$ cat src/rtl/wb_arbiter_if.sv
// wb_arbiter_if: Wishbone bundle around the shared-bus arbiter.
//   Parameters: NM masters, AW address bits, DW data bits.
//   Master side: m_adr_i/m_dat_i/m_we_i/m_stb_i/m_cyc_i (packed, master k in slice k),
//     m_dat_o (broadcast read data), m_ack_o/m_err_o (per master), gnt_o (one-hot grant).
//   Slave side: s_adr_o/s_dat_o/s_we_o/s_stb_o/s_cyc_o toward the slave, s_dat_i/s_ack_i back.
//   Modport master: the arbiter's view (it masters the shared slave bus).
//   Modport slave: the view of whatever surrounds it (requesting masters and the slave).
interface wb_arbiter_if #(
   parameter int NM = 2,
   parameter int AW = 12,
   parameter int DW = 16
);
   logic [NM*AW-1:0] m_adr_i;
   logic [NM*DW-1:0] m_dat_i;
   logic [NM-1:0]    m_we_i;
   logic [NM-1:0]    m_stb_i;
   logic [NM-1:0]    m_cyc_i;
   logic [DW-1:0]    m_dat_o;
   logic [NM-1:0]    m_ack_o;
   logic [NM-1:0]    m_err_o;
   logic [AW-1:0]    s_adr_o;
   logic [DW-1:0]    s_dat_o;
   logic [DW-1:0]    s_dat_i;
   logic             s_we_o;
   logic             s_stb_o;
   logic             s_cyc_o;
   logic             s_ack_i;
   logic [NM-1:0]    gnt_o;
   modport master (
      input  m_adr_i, m_dat_i, m_we_i, m_stb_i, m_cyc_i, s_dat_i, s_ack_i,
      output m_dat_o, m_ack_o, m_err_o, s_adr_o, s_dat_o, s_we_o, s_stb_o, s_cyc_o, gnt_o
   );
   modport slave (
      output m_adr_i, m_dat_i, m_we_i, m_stb_i, m_cyc_i, s_dat_i, s_ack_i,
      input  m_dat_o, m_ack_o, m_err_o, s_adr_o, s_dat_o, s_we_o, s_stb_o, s_cyc_o, gnt_o
   );
endinterface

$ cat src/rtl/wb_arbiter.sv
// wb_arbiter: round-robin arbiter sharing one Wishbone slave bus among NM masters.
//   Ports: clk_i (rising-edge clock), rst_i (async active-high reset),
//          bus (wb_arbiter_if.master: all master- and slave-side Wishbone signals).
//   Parameters: NM masters (2..8), AW/DW address/data widths, TO_CYC watchdog limit.
//   Optional feature: define WB_ARB_TIMEOUT_EN to enable the no-ack watchdog,
//   which pulses m_err_o to the granted master and drops s_stb_o for that cycle.
//   Without it m_err_o is tied low and a hung slave stalls the bus.
module wb_arbiter #(
   parameter int NM     = 2,
   parameter int AW     = 12,
   parameter int DW     = 16,
   parameter int TO_CYC = 255
) (
   input logic          clk_i,
   input logic          rst_i,
   wb_arbiter_if.master bus
);
   localparam int IW = $clog2(NM);
   localparam logic [0:0] IDLE = 1'b0;
   localparam logic [0:0] BUS  = 1'b1;
   logic [0:0]    state;
   logic [IW-1:0] g;
   logic [IW-1:0] last;
   logic [IW-1:0] pick;
   logic [NM-1:0] gnt;
   logic          in_bus;
   logic          cyc_g;
   logic          stb_g;
   logic          to_hit;
   // Scan from last+NM down to last+1 so the nearest requester after last wins.
   always_comb begin
      pick = last;
      for (int i = NM; i >= 1; i--)
         if (bus.m_cyc_i[(int'(last) + i) % NM]) pick = IW'((int'(last) + i) % NM);
   end
   assign in_bus = state == BUS;
   assign cyc_g  = in_bus & bus.m_cyc_i[g];
   assign stb_g  = cyc_g & bus.m_stb_i[g];
`ifdef WB_ARB_TIMEOUT_EN
   logic [15:0] cnt;
   // An ack in the limit cycle wins: no error and the strobe is left alone.
   assign to_hit = stb_g & ~bus.s_ack_i & (cnt == 16'(TO_CYC));
   always_ff @(posedge clk_i or posedge rst_i)
      if (rst_i) cnt <= '0;
      else       cnt <= (stb_g & ~bus.s_ack_i & ~to_hit) ? cnt + 16'd1 : '0;
   assign bus.m_err_o = to_hit ? gnt : '0;
`else
   assign to_hit      = 1'b0;
   assign bus.m_err_o = '0;
`endif
   assign bus.s_adr_o = in_bus ? bus.m_adr_i[g*AW +: AW] : '0;
   assign bus.s_dat_o = in_bus ? bus.m_dat_i[g*DW +: DW] : '0;
   assign bus.s_we_o  = in_bus & bus.m_we_i[g];
   assign bus.s_cyc_o = cyc_g;
   assign bus.s_stb_o = stb_g & ~to_hit;
   assign bus.m_dat_o = bus.s_dat_i;
   // Ack only reaches a master that still holds cyc, so late acks after an abort vanish.
   assign bus.m_ack_o = (cyc_g & bus.s_ack_i) ? gnt : '0;
   assign bus.gnt_o   = gnt;
   always_ff @(posedge clk_i or posedge rst_i)
      if (rst_i) begin
         state <= IDLE;
         gnt   <= '0;
         g     <= '0;
         last  <= IW'(NM - 1);
      end else if (state == IDLE) begin
         if (|bus.m_cyc_i) begin
            state <= BUS;
            gnt   <= NM'(1) << pick;
            g     <= pick;
            last  <= pick;
         end
      end else if (!bus.m_cyc_i[g]) begin
         state <= IDLE;
         gnt   <= '0;
      end
endmodule

$ cat src/flat_wrapper.sv
// flat-port wrapper written by rule: the top's interface ports become plain ports
module wb_arbiter_flat 
#(
   parameter int NM     = 2,
   parameter int AW     = 12,
   parameter int DW     = 16,
   parameter int TO_CYC = 255
)
  (clk_i, rst_i, bus_m_adr_i, bus_m_dat_i, bus_m_we_i, bus_m_stb_i, bus_m_cyc_i, bus_s_dat_i, bus_s_ack_i, bus_m_dat_o, bus_m_ack_o, bus_m_err_o, bus_s_adr_o, bus_s_dat_o, bus_s_we_o, bus_s_stb_o, bus_s_cyc_o, bus_gnt_o);
  wb_arbiter_if #(.NM(NM), .AW(AW), .DW(DW)) bus_i ();
  input logic clk_i;
  input logic rst_i;
  input wire logic [$bits(bus_i.m_adr_i)-1:0] bus_m_adr_i;
  input wire logic [$bits(bus_i.m_dat_i)-1:0] bus_m_dat_i;
  input wire logic [$bits(bus_i.m_we_i)-1:0] bus_m_we_i;
  input wire logic [$bits(bus_i.m_stb_i)-1:0] bus_m_stb_i;
  input wire logic [$bits(bus_i.m_cyc_i)-1:0] bus_m_cyc_i;
  input wire logic [$bits(bus_i.s_dat_i)-1:0] bus_s_dat_i;
  input wire logic [$bits(bus_i.s_ack_i)-1:0] bus_s_ack_i;
  output wire logic [$bits(bus_i.m_dat_o)-1:0] bus_m_dat_o;
  output wire logic [$bits(bus_i.m_ack_o)-1:0] bus_m_ack_o;
  output wire logic [$bits(bus_i.m_err_o)-1:0] bus_m_err_o;
  output wire logic [$bits(bus_i.s_adr_o)-1:0] bus_s_adr_o;
  output wire logic [$bits(bus_i.s_dat_o)-1:0] bus_s_dat_o;
  output wire logic [$bits(bus_i.s_we_o)-1:0] bus_s_we_o;
  output wire logic [$bits(bus_i.s_stb_o)-1:0] bus_s_stb_o;
  output wire logic [$bits(bus_i.s_cyc_o)-1:0] bus_s_cyc_o;
  output wire logic [$bits(bus_i.gnt_o)-1:0] bus_gnt_o;
  assign bus_i.m_adr_i = bus_m_adr_i;
  assign bus_i.m_dat_i = bus_m_dat_i;
  assign bus_i.m_we_i = bus_m_we_i;
  assign bus_i.m_stb_i = bus_m_stb_i;
  assign bus_i.m_cyc_i = bus_m_cyc_i;
  assign bus_i.s_dat_i = bus_s_dat_i;
  assign bus_i.s_ack_i = bus_s_ack_i;
  assign bus_m_dat_o = bus_i.m_dat_o;
  assign bus_m_ack_o = bus_i.m_ack_o;
  assign bus_m_err_o = bus_i.m_err_o;
  assign bus_s_adr_o = bus_i.s_adr_o;
  assign bus_s_dat_o = bus_i.s_dat_o;
  assign bus_s_we_o = bus_i.s_we_o;
  assign bus_s_stb_o = bus_i.s_stb_o;
  assign bus_s_cyc_o = bus_i.s_cyc_o;
  assign bus_gnt_o = bus_i.gnt_o;
  wb_arbiter #(.NM(NM), .AW(AW), .DW(DW), .TO_CYC(TO_CYC)) u_core (.clk_i(clk_i), .rst_i(rst_i), .bus(bus_i));
endmodule
$ cat config.mk
export PLATFORM = sky130hd
export DESIGN_NAME = wb_arbiter_flat
export DESIGN_NICKNAME = d
export VERILOG_FILES = /design/src/rtl/wb_arbiter_if.sv /design/src/rtl/wb_arbiter.sv /design/src/flat_wrapper.sv
export SDC_FILE = /design/constraint.sdc
export NUM_CORES = 1
export LEC_CHECK = 0
export ABC_CLOCK_PERIOD_IN_PS = 2300
export CAP_MARGIN = 25
export CORE_ASPECT_RATIO = 0.75
export CORE_MARGIN = 4
export CORE_UTILIZATION = 24
export DETAILED_ROUTE_END_ITERATION = 12
export PLACE_DENSITY_LB_ADDON = 0.08
export SLEW_MARGIN = 20
export SYNTH_ARGS = -nofsm -noshare
export SYNTH_HDL_FRONTEND = slang
export SYNTH_SLANG_ARGS = --single-unit
$ cat constraint.sdc
create_clock -name clk_i -period 2.3 [get_ports clk_i]
set_input_delay 0.23 -clock clk_i [delete_from_list [all_inputs] [get_ports clk_i]]
set_output_delay 0.23 -clock clk_i [all_outputs]
set_load 0.01 [all_outputs]
==> metrics.md, run 1 <==
| Metric | Value |
|---|---|
| Status | `completed` |
| Initial Utilization | `25.4%` |
| Total leakage power | `0.788 nW` |
| Total core area | `0.00336 mm^2` |
| IO Port Bufs | `99` |
| Register Area | `128 um^2` |
| FILL cells | `301` |
| Min-Delay Path Class | `in2async` |
| CP max stage delay | `530 ps` |
| CP Max Fanout | `16` |
| ANT nets after route | `0` |
| Tcrit/Tclk final | `93.3%` |
| Inserted Clock Buffers | `3` |
| Antenna Cells | `0` |
| Hold violation total from the final report | `0` |
| Final setup fails | `0` |
| RSZ-0062 raised after global routing | `false` |
| Max cap viols | `0` |
| Total Power | `1.51 mW` |
| Gr ovfl total | `0` |
| Die Y | `59.6 um` |
| CTS tree | `built` |
| GPL Wtd Cong | `0.695` |
| R2R Path End | `u_core.g` |
| Drc violations | `0` |
| Crit Reg-Reg Startpoint | `u_core.in_bus` |
| Top Ports | `134` |
| Avg Synthesized Cell Area | `7.55 um^2` |
| Cell area after synthesis | `853 um^2` |
| Worst vdd ir | `375 uV` |
| Drt first pass iters | `3` |
| # hold bufs at CTS | `0` |
| Hold slack final | `229 ps` |
| Vias in the first global route | `976` |
| Clock root buffer | `clkbuf_8` |
| Synth Instances | `113` |
| FF-to-FF path depth | `4` |
| Number of library cell types mapped by synthesis | `24` |
| Min Tclk post-route | `2150 ps` |
| Worst-Skew Late Latency | `220 ps` |
| R2R Setup Slk | `1010 ps` |
| Cell family with most CP delay | `buffers and inverters` |
| Fmax | `0.466 GHz` |
| Largest net degree at the start of global routing | `24` |
| Slowest-stage cell, CP | `dfrtp_2` |
| Setup TNS | `0 ps` |
| Die W | `76.9 um` |
| Post-CTS setup repair buffer count | `0` |
| Fin. max-slew vios | `0` |
| WS Path Type | `reg2out` |
| Worst-path cell chain | `buf_4 > mux2i_1 > nor2_1 > clkdlybuf4s50_1` |
| Worst setup EP type | `output port` |
| Clock Sinks | `5` |
| Fraction of layout cells with a size suffix above 1 | `6.12%` |
| Reg clk slew, reported paths | `40 ps` |
| Hpwl dp | `2640 um` |
| Area grow syn2layout | `110%` |
| Via count | `1,046` |
| Average wire per standard cell | `13.3 um` |
| Synthesized flop and latch total | `5` |
| Initial antenna violation count | `0` |
| DR iter-0 viols | `20` |
| Placed insts | `232` |
| Multi-input gate area | `533 um^2` |
| Vias per Instance | `4.43` |
| Nets@finish | `278` |
| Power Density | `841 mW/mm^2` |
| CP arrival | `1920 ps` |
| Clk buf depth | `2` |
| Synth warnings | `0` |
| Total Routing Usage GR | `12.6%` |
| Die area | `0.00458 mm^2` |
| Worst Path Required | `2070 ps` |
| Sequential cell area fraction in the yosys report | `14.8%` |
| Skew final | `3.05 ps` |
| Cell Rows | `18` |
| Fin cells | `236` |
| Buffers & Inverters on Critical Path | `2` |
| First-pass GRT wire length | `4560 um` |
| Crit start category | `flip-flop` |
| # resized after CTS | `0` |
| WL final | `3130 um` |
| H-tree depth | `1` |
==> state kept, by name (all words and copies together) (netlist names) <==
name	flops
u_core.bus.gnt_o	2
u_core.g	1
u_core.last	1
u_core.in_bus	1
==> worst register-to-register path, cell delays in order (launching register included) <==
cell     delay [ps]
dfrtp_1         400
inv_2           300
buf_4           270
a21oi_1          80
a31oi_1         160
==> routing by layer <==
layer | GRT usage, % | part of all wire, % | wire length (um)
met5 | 0 | 0 | 0
met1 | 13.8 | 41 | 1270
met4 | 4.65 | 0.86 | 27
met2 | 21.6 | 47 | 1480
met3 | 5.93 | 11 | 360
==> worst max-delay path by stage <==
stage,startpoint,to,slack (ps),cells past startpoint
6_report,u_core.g,bus_s_dat_o[6],150,4
4_1_cts,u_core.g,bus_s_dat_o[6],130,4
5_1_grt,u_core.g,bus_s_dat_o[6],60,4
2_1_floorplan,u_core.g,bus_m_ack_o[0],1050,4
3_5_place_dp,bus_m_cyc_i[1],bus_m_ack_o[0],350,5
3_3_place_gp,u_core.g,bus_s_dat_o[6],420,4
==> area by class of cell <==
type                    count  share of cell area (%)
repair buffers            104                    57.3
multi-input cells          80                    29.7
flip-flops and latches      5                    7.11
well taps                  40                    2.79
clock buffers               4                    2.51
inverters                   3                   0.627
==> cell families after synthesis <==
| kind of cell | Yosys count | synth area share, % |
|---|---|---|
| simple gates | 37 | 18.3 |
| mux | 30 | 35.2 |
| flops | 5 | 14.8 |
| buf+inv | 29 | 23.2 |
| compound gates | 11 | 8.06 |
| other cells | 1 | 0.439 |
==> synthesized netlist by cell type <==
master	number	area [um^2]
a21oi_1	4	20.0
a22o_1	1	8.76
a22oi_1	1	7.51
a31oi_1	3	18.8
and3_1	2	12.5
buf_1	1	3.75
buf_2	1	5.00
buf_4	21	158
buf_6	1	11.3
clkbuf_1	1	3.75
clkbuf_2	1	5.00
conb_1	1	3.75
dfrtp_1	4	100
dfstp_2	1	26.3
inv_1	2	7.51
inv_2	1	3.75
mux2i_1	30	300
nand2b_1	2	12.5
nand3_1	1	5.00
nand3b_1	1	7.51
nor2_1	30	113
nor2_2	1	6.26
o21ai_0	1	5.00
o2bb2ai_1	1	8.76
==> layout by cell type, fill, tap and decap left out, types with 2 or more instances in the layout <==
cell	n
conb_1	2
a31oi_1	3
inv_1	2
nor2_1	30
clkdlybuf4s50_1	99
a21oi_1	4
clkbuf_8	3
dfrtp_1	3
nand2b_1	2
buf_4	5
mux2i_1	30
and3_1	2
==> power breakdown <==
group	leakage [nW]	total (mW)	switching [mW]	internal, mW
registers	0.0581	0.201	0.0678	0.133
logic	0.707	1.15	0.481	0.670
clock network	0.0228	0.157	0.0386	0.119
total	0.788	1.51	0.587	0.922
==> metrics by stage <==
stage,util [%],area (um^2),worst slack [ps]
5_1_grt,53.5,1800,60.3
2_1_floorplan,-,857,1050
6_report,53.5,1800,154
3_3_place_gp,52.2,1750,417
4_1_cts,53.5,1800,133
3_5_place_dp,52.2,1750,350
No activity file was read; power rests on OpenSTA's default activity.
==> inputs of run 2 (changes only) <==
Settings changed: ABC_CLOCK_PERIOD_IN_PS 2300 to 2000, CORE_UTILIZATION 24 to 23.
Clock period 2.3 ns to 2 ns, I/O delays scaled along.
==> metrics.md, run 2 (synthesized netlist as in run 1, its figures left out) <==
| Metric | Value |
|---|---|
| Status | `completed` |
| CTS tree | `built` |
| Tcrit/Tclk final | `94.4%` |
| ANT nets after route | `0` |
| Skew final | `0.125 ps` |
| Initial Utilization | `24.9%` |
| Clock share of power | `10.5%` |
| Hold slack final | `190 ps` |
| Fraction of layout cells with a size suffix above 1 | `7.11%` |
| WL final | `3160 um` |
| Setup TNS | `0 ps` |
| Via count | `1,059` |
| Post-DP Area | `0.00177 mm^2` |
| Fin. max-slew vios | `0` |
| Antenna Cells | `0` |
| Top Ports | `134` |
| Max cap viols | `0` |
| Die area | `0.00476 mm^2` |
| Min Tclk post-route | `1890 ps` |
| Clock Sinks | `5` |
| Vias in the first global route | `1,027` |
| H-tree depth | `1` |
| First-pass GRT wire length | `4640 um` |
| Total Routing Usage GR | `12.3%` |
| Drt first pass iters | `4` |
| Clk buf depth | `2` |
| RSZ-0062 raised after global routing | `true` |
| Hpwl dp | `2640 um` |
| Power Density | `964 mW/mm^2` |
| Combinational share of power | `78.2%` |
| Max FFs per register | `2` |
| Most frequent cells in the layout | `clkdlybuf4s50_1 (98), mux2i_1 (30), nor2_1 (30)` |
| Die Y | `60.8 um` |
| # resized after CTS | `0` |
| Worst setup EP type | `output port` |
| GPL Wtd Cong | `0.749` |
| Sw frac | `38.7%` |
| Worst Path Required | `1800 ps` |
| Flop pwr share | `11.3%` |
| Average wire per standard cell | `12.8 um` |
| Clock root buffer | `clkbuf_8` |
| Initial antenna violation count | `0` |
| Internal Power | `1.08 mW` |
| CP arrival | `1690 ps` |
| Finished Core Util | `53.5%` |
| Hold violation total from the final report | `0` |
| Reg clk slew, reported paths | `40 ps` |
| # hold bufs at CTS | `0` |
| Largest net degree at the start of global routing | `24` |
| Nets@finish | `279` |
| Total core area | `0.00342 mm^2` |
| WS Path Type | `in2out` |
| Min-Delay Path Class | `in2async` |
| CP Max Fanout | `5` |
| NetSw | `0.684 mW` |
| Total leakage power | `0.815 nW` |
| Worst vdd ir | `517 uV` |
| DR iter-0 viols | `15` |
| Post-CTS setup repair buffer count | `0` |
| Drc violations | `0` |
| Inserted Clock Buffers | `3` |
| Die W | `78.3 um` |
| Fmax | `0.530 GHz` |
| Crit start category | `input port` |
| Vias per Instance | `4.29` |
| Finished Cell Area | `0.00183 mm^2` |
| Final setup fails | `0` |
| Gr ovfl total | `0` |
| Area grow syn2layout | `115%` |
| Commonest non-fill, non-tap cell in the layout | `clkdlybuf4s50_1` |
| IO Port Bufs | `99` |
| Worst-Skew Late Latency | `220 ps` |
| Cell Rows | `18` |
-- run 2: final timing paths --
| check | startpoint | endpoint | slack [ps] | cells past startpoint |
|---|---|---|---|---|
| worst max register to register | u_core.in_bus | u_core.last | 820 | 4 |
| min in group clk_i | bus_s_dat_i[10] | bus_m_dat_o[10] | 400 | 0 |
| max in group asynchronous | rst_i | u_core.last | 1570 | 2 |
| worst min-delay path | rst_i | u_core.bus.gnt_o[0] | 190 | 2 |
| worst min register to register | u_core.in_bus | u_core.bus.gnt_o[0] | 530 | 1 |
| worst max-delay path | bus_m_cyc_i[1] | bus_m_ack_o[0] | 110 | 5 |
-- run 2: through the flow --
| step | total power, mW | worst slack, ps | instances |
|---|---|---|---|
| CTS | 1.77 | 14.7 | 247 |
| global route | 1.90 | 1.07 | 247 |
| finish | 1.77 | 112 | 247 |
| global placement | 1.56 | 157 | 243 |
| floorplan | 0.964 | 777 | 114 |
| detailed placement | 1.57 | 107 | 243 |
-- run 2: layout make-up --
cell class,count,area [um^2]
fill,317,1590
sequential,5,128
multi-input combinational,80,538
clock buffer,3,41.3
timing repair buffer,105,1050
tap,50,62.6
inverter,3,11.3
clock inverter,1,5.00
-- run 2: critical path: stages --
cell	delay [ps]
clkdlybuf4s50_1	520
mux2i_1	130
nor2_4	140
and3_1	170
clkdlybuf4s50_1	530
-- run 2: metal layers --
metal  routed length, um  part of all wire, %  global-route usage (%)
met5                   0                    0                       0
met2                1550                   49                    21.8
met3                 383                   12                    4.90
met1                1200                   38                    13.5
met4                  29                 0.92                    4.99
-- run 2: power groups by stage --
stage	Sequential, mW	Combinational [mW]	Clock [mW]
6_report	0.199	1.38	0.185
5_1_grt	0.208	1.49	0.201
4_1_cts	0.196	1.38	0.192
3_5_place_dp	0.197	1.38	0
3_3_place_gp	0.195	1.36	0
2_1_floorplan	0.188	0.776	0
